File: src/rtl/floo_mcast_fork.sv
// rtl/floo_mcast_fork.sv - multicast fork: replicates one flit to every port in its route mask.
// Optional perf counters (flit/copy/stall) are built when FLOO_MCAST_FORK_PERF_EN is defined.
module floo_mcast_fork #(
  parameter int unsigned NumRoutes = 5,
  parameter int unsigned DataWidth = 64
) (
  input  logic                 clk_i,
  input  logic                 rst_ni,
  input  logic                 valid_i,
  output logic                 ready_o,
  input  logic [DataWidth-1:0] data_i,
  input  logic [NumRoutes-1:0] route_sel_i,
  output logic [NumRoutes-1:0] valid_o,
  input  logic [NumRoutes-1:0] ready_i,
  output logic [DataWidth-1:0] data_o,
  output logic                 drop_o
`ifdef FLOO_MCAST_FORK_PERF_EN
  ,
  output logic [31:0]          flit_cnt_o,
  output logic [31:0]          copy_cnt_o,
  output logic [31:0]          stall_cnt_o
`endif
);

  typedef enum logic {
    IDLE,
    FORK
  } state_e;

  state_e               state_q, state_d;
  logic [NumRoutes-1:0] sel_q, sel_d;
  logic [NumRoutes-1:0] sent_q, sent_d;

  logic                 active;
  logic [NumRoutes-1:0] sel;
  logic [NumRoutes-1:0] hs;
  logic [NumRoutes-1:0] done;
  logic                 all_done;

  // Outputs are forced low while reset is held, even though they are combinational.
  assign active   = rst_ni & valid_i;
  assign sel      = (state_q == FORK) ? sel_q : route_sel_i;
  assign valid_o  = {NumRoutes{active}} & sel & ~sent_q;
  assign hs       = valid_o & ready_i;
  assign done     = ~sel | sent_q | hs;
  assign all_done = &done;
  assign ready_o  = active & all_done;
  assign drop_o   = active & (state_q == IDLE) & ~(|sel);
  assign data_o   = data_i;

  always_comb begin
    state_d = state_q;
    sel_d   = sel_q;
    sent_d  = sent_q;
    unique case (state_q)
      IDLE: begin
        if (valid_i && (|sel) && !all_done) begin
          sel_d   = route_sel_i;
          sent_d  = hs;
          state_d = FORK;
        end
      end
      FORK: begin
        // Without valid_i nothing handshakes, so the fork simply holds its progress.
        if (valid_i) begin
          if (all_done) begin
            sel_d   = '0;
            sent_d  = '0;
            state_d = IDLE;
          end else begin
            sent_d  = sent_q | hs;
          end
        end
      end
      default: begin
        state_d = IDLE;
      end
    endcase
  end

  always_ff @(posedge clk_i or negedge rst_ni) begin
    if (!rst_ni) begin
      state_q <= IDLE;
      sel_q   <= '0;
      sent_q  <= '0;
    end else begin
      state_q <= state_d;
      sel_q   <= sel_d;
      sent_q  <= sent_d;
    end
  end

`ifdef FLOO_MCAST_FORK_PERF_EN
  function automatic logic [31:0] popcount(input logic [NumRoutes-1:0] v);
    logic [31:0] n;
    n = '0;
    for (int i = 0; i < NumRoutes; i++) begin
      n = n + 32'(v[i]);
    end
    return n;
  endfunction

  logic [31:0] flit_cnt_q, flit_cnt_d;
  logic [31:0] copy_cnt_q, copy_cnt_d;
  logic [31:0] stall_cnt_q, stall_cnt_d;

  // Dropped (empty-mask) flits have no handshakes and never enter FORK, so only flit_cnt needs the mask test.
  always_comb begin
    flit_cnt_d  = flit_cnt_q + 32'(ready_o & (|sel));
    copy_cnt_d  = copy_cnt_q + popcount(hs);
    stall_cnt_d = stall_cnt_q + 32'(state_q == FORK);
  end

  always_ff @(posedge clk_i or negedge rst_ni) begin
    if (!rst_ni) begin
      flit_cnt_q  <= '0;
      copy_cnt_q  <= '0;
      stall_cnt_q <= '0;
    end else begin
      flit_cnt_q  <= flit_cnt_d;
      copy_cnt_q  <= copy_cnt_d;
      stall_cnt_q <= stall_cnt_d;
    end
  end

  assign flit_cnt_o  = flit_cnt_q;
  assign copy_cnt_o  = copy_cnt_q;
  assign stall_cnt_o = stall_cnt_q;
`endif

endmodule

File: config.mk
export PLATFORM = sky130hd
export DESIGN_NAME = floo_mcast_fork
export DESIGN_NICKNAME = d
export VERILOG_FILES = /design/src/rtl/floo_mcast_fork.sv
export SDC_FILE = /design/constraint.sdc
export NUM_CORES = 1
export LEC_CHECK = 0
export CELL_PAD_IN_SITES_DETAIL_PLACEMENT = 1
export CELL_PAD_IN_SITES_GLOBAL_PLACEMENT = 1
export CORE_ASPECT_RATIO = 0.8
export CORE_MARGIN = 2
export CORE_UTILIZATION = 20
export DETAILED_ROUTE_END_ITERATION = 7
export GPL_TIMING_DRIVEN = 0
export PLACE_DENSITY = 0.87
export SETUP_SLACK_MARGIN = 0.05
export SYNTH_ARGS = -nofsm -noshare
export SYNTH_HDL_FRONTEND = slang
export SYNTH_SLANG_ARGS = --single-unit
File: constraint.sdc
create_clock -name clk_i -period 5.26 [get_ports clk_i]
set_input_delay 1.052 -clock clk_i [delete_from_list [all_inputs] [get_ports clk_i]]
set_output_delay 1.052 -clock clk_i [all_outputs]
set_load 0.05 [all_outputs]
# Yosys cells after proc, flatten, opt, wreduce, memory -nomap -nowiden
# Index checks and enable logic that the tools add are counted.
[totals] ff_bits=11 word_cells=40
[op_classes] muxes=13 n_eq_ne=3 n_bitwise=14 reduce_logical=7
[op_table] operator="$mux W5" n=7
[op_table] operator="$pmux W5 S2" n=2
[op_table] operator="$and A5 B5 Y5" n=3
[op_table] operator="$or A5 B5 Y5" n=3
[op_table] operator="$not A5 Y5" n=2
[op_table] operator="$reduce_and A5 Y1" n=1
[op_table] operator="$reduce_or A5 Y1" n=1
[op_table] operator="$and A1 B1 Y1" n=4
[op_table] operator="$ne A2 B1 Y1 const B" n=2
[op_table] operator="$mux W1" n=3
[op_table] operator="$reduce_and A3 Y1" n=1
[op_table] operator="$logic_and A1 B1 Y1" n=2
[op_table] operator="$ne A2 B2 Y1 const B" n=1
[op_table] operator="$not A1 Y1" n=2
[op_table] operator="$pmux W1 S2" n=1
[op_table] operator="$reduce_and A2 Y1" n=1
[op_table] operator="$logic_not A1 Y1" n=1

# Logic depth before layout (Yosys ltp)
[depth] depth_word=10 depth_mapped=7 ltp_nobuf=5

# Worst setup path before layout
# No wires, ideal clock.
[synth_path] kind="input to output" from="in route_sel_i[0]" to="out drop_o" cell_stages=2 slack_ps=1158 required_time_ps=4208 arrival_time_ps=3050 n_path_buf=0 cell_sequence="or4_4 nor4_1"
[synth_between] elab_chain_cells=4
[synth_lines] element="from (decl)" line="12" source="input logic [NumRoutes-1:0] route_sel_i,"
[synth_lines] element="$mux W5" line="42" source="assign sel = (state_q == FORK) ? sel_q : route_sel_i;"
[synth_lines] element="$reduce_or A5 Y1" line="48" source="assign drop_o = active & (state_q == IDLE) & ~(|sel);"
[synth_lines] element="$not A1 Y1" line="48"
[synth_lines] element="$and A1 B1 Y1" line="48"
[synth_lines] element="to (decl)" line="16" source="output logic drop_o"
# No other way between the ends.

# Worst setup path in the final report
[layout_path] from="in rst_ni" to="out ready_o"
[layout_between] elab_chain_cells=7
[layout_lines] element="from (decl)" line="8" source="input logic rst_ni,"
[layout_lines] element="$and A1 B1 Y1 (*)" line="41" source="assign active = rst_ni & valid_i;"
[layout_lines] element="$and A5 B5 Y5 (2 in series)" line="43" source="assign valid_o = {NumRoutes{active}} & sel & ~sent_q;"
[layout_lines] element="$and A5 B5 Y5" line="44" source="assign hs = valid_o & ready_i;"
[layout_lines] element="$or A5 B5 Y5" line="45" source="assign done = ~sel | sent_q | hs;"
[layout_lines] element="$reduce_and A5 Y1" line="46" source="assign all_done = &done;"
[layout_lines] element="$and A1 B1 Y1 (*)" line="47" source="assign ready_o = active & all_done;"
[layout_lines] element="to (decl)" line="10" source="output logic ready_o,"
# Every way passes the cells marked *; elsewhere a longest branch is shown, timed or not.

==> flow_summary.ini <==
[run_status]
status = finished clean

[sta]
slew_headroom = 0.598
tns_ns = 0
hold_viol = 0
setup_viol = 0
hold-worst-slack_ns = 0.549
max_freq_ghz = 0.205
slew_viol_final = 0
grt_setup_unrepaired = no
worst_pin_slew_ns = 0.601
min_period_ns = 4.89
finalClockSkew_ns = 0.00216
finalCritPeriodShare = 0.929

[clock_network]
cts_buffer_depth = 2
insertion_delay_ns = 0.24
cts_setup_buffers = 0
cts_resized = 0
cts_max_level = 1
path_clk_slew_ns = 0.05
cts-root-buf = clkbuf_8
holdBufCountCts = 0
numCtsBuffers = 3
cts.sinks = 11
cts_tree = done

[cells_and_area]
drive_gt1_frac = 0.317
final_cell_mix = clkdlybuf4s50_1 (83), buf_4 (64), dfrtp_1 (11)
n_fill_cell = 805
nets = 324
regArea_um2 = 275
antennaDiodeCount = 0
layout_commonest_cell = clkdlybuf4s50_1
finalNonFillerCells = 333
multi_input_area_um2 = 571
fin_util = 0.348
area_delta_synth_final_pct = 71.4

[setup_path]
r2r_start = state_q
crit_path_frequent_cell = clkdlybuf4s50_1
arrival_ns = 3.83
cpPeakStageDelay_ns = 0.85
worstSetupStartpoint = rst_ni
crit_family = buffers and inverters
worstSetupPathType = primary input to output pin
r2r_cells = 6
r2r-end = sel_q[4]
worstPathCellList = clkdlybuf4s50_1, and3_1, a211oi_1, or4_4, buf_6, nor2_1, clkdlybuf4s50_1
cp_num_cells = 7
r2r_setup_slack_ns = 2.95
required_ns = 4.21
setup.worst_path.end = ready_o
crit_buf_inv = 3
cp-end-kind = output pin
crit_path_top_delay_cell = clkdlybuf4s50_1
crit_path_start_kind = primary input
worstPathMaxFanout = 14

[global_routing]
antenna_found_initial = 0
grt_pass1_wl_mm = 7.07
track_usage = 0.111
grt_pass1_vias = 1487
grt_max_degree = 15
overflow = 0

[detailed_routing]
route.detailed.drc = 0
vias = 1434
vias_per_cell = 4.31
wire_per_inst_um = 13.2
dr.pass1.iters = 4
drt-initial-drc-count = 91
ant_nets = 0
wirelength_mm = 4.40

[place]
place_hpwl_mm = 3.78
dp.cells = 329
place_congestion = 0.840
portBuffers = 83

[synthesis]
yosysSeqAreaShare = 0.200
synth_area_leaders = buf_4 (35%), dfrtp_1 (20%), a311o_1 (3.6%), a22oi_1 (3.3%), o221ai_1 (3.2%)
yosysTopAreaCell = buf_4
synth_nets = 236
async_reset_ff_frac = 1.00
synth_top_area_frac = 0.348
ys_types = 33
yosysWarnings = 0
synth_edf_count = 0
syn_area_um2 = 1380
synth_flop_cell = dfrtp_1
ys_ff_latch = 11
syn_inst = 159
avgSynthCellArea_um2 = 8.67

[power_and_ir_drop]
p_switching_uw = 449
swShare = 0.501
pwr-share-comb = 0.703
power_frac_clock = 0.094
seqPwrFrac = 0.202
internal_power_uw = 446
peakVddDrop_mv = 0.144
cellLeakagePower_nw = 0.999
powerDensity_nw_per_um2 = 379

[die]
start_util = 0.203
row_count = 27
dieArea_um2 = 7580
coreArea_um2 = 6790
die_h_um = 78.3
die_w_um = 96.8
num_io_pins = 148

[worst_hold_path]
min_delay_path_depth = 1
min_path_type = flop to flop

[flow_run]
cap_viol_max_count = 0
cells in the mapped netlist, drive strengths merged (4+ instances only):
library cell  instances
buf                  66
dfrtp                11
a22oi                 6
inv                   6
nand2                 6
nor2                  6
nor2b                 6
nor3                  6
o31ai                 6
a311o                 5
nand4                 5
o221ai                5
mux2i                 4
nand3b                4
sequential cells by signal, summed over array words and instances (netlist names):
| signal | count |
|---|---|
| sel_q | 5 |
| state_q | 1 |
| sent_q | 5 |
logic make-up (layout without fill, tap and decap cells):
logic type,count (synthesis),count (layout),share of synthesized area
AO/OA/AOI/OAI,29,29,0.198
buffers and inverters,74,161,0.387
multiplexers,4,4,0.0408
AND/OR/NAND/NOR,41,41,0.175
flip-flops,11,11,0.200
per-stage QoR:
step                setup WS, ns  area (um2)  power, mW
floorplan                   1.16        1380      0.646
global placement           0.331        2320      0.787
detailed placement         0.317        2320      0.812
CTS                        0.319        2360      0.897
global route               0.210        2360      0.957
finish                     0.374        2360      0.895
worst reg2reg max path, stage by stage (launching register included):
cell and delay (ns):
dfrtp_1 0.44, buf_6 0.19, mux2i_2 0.30, nor2_1 0.16, o41ai_4 0.55, a22oi_1 0.19
a311o_1 0.36
how the worst min path moves through the flow:
stage,from,end
global route,sel_q[2],sel_q[2]
floorplan,sel_q[2],sel_q[2]
detailed placement,sel_q[2],sel_q[2]
global placement,sel_q[2],sel_q[2]
finish,sel_q[2],sel_q[2]
CTS,sel_q[2],sel_q[2]
area by class of cell:
type                    count  share of cell area
inverters                   6             0.00953
multi-input cells          74               0.241
well taps                  87              0.0461
clock buffers               4              0.0191
repair buffers             83               0.352
flip-flops and latches     11               0.116
plain buffers              68               0.216
layer usage:
layer | vias up | routed length (um) | track usage
met5 | - | 0 | 0
met4 | 0 | 8 | 0.00423
met3 | 2 | 249 | 0.0329
met2 | 58 | 2420 | 0.206
met1 | 688 | 1710 | 0.133
li1 | 686 | - | -
power groups by stage:
stage               registers [mW]  clock network [mW]  logic (mW)
floorplan                    0.168                   0       0.478
global placement             0.175                   0       0.612
detailed placement           0.181                   0       0.631
CTS                          0.179              0.0859       0.632
global route                 0.187              0.0923       0.678
finish                       0.181              0.0845       0.629
No activity file was read; power rests on OpenSTA's default activity.
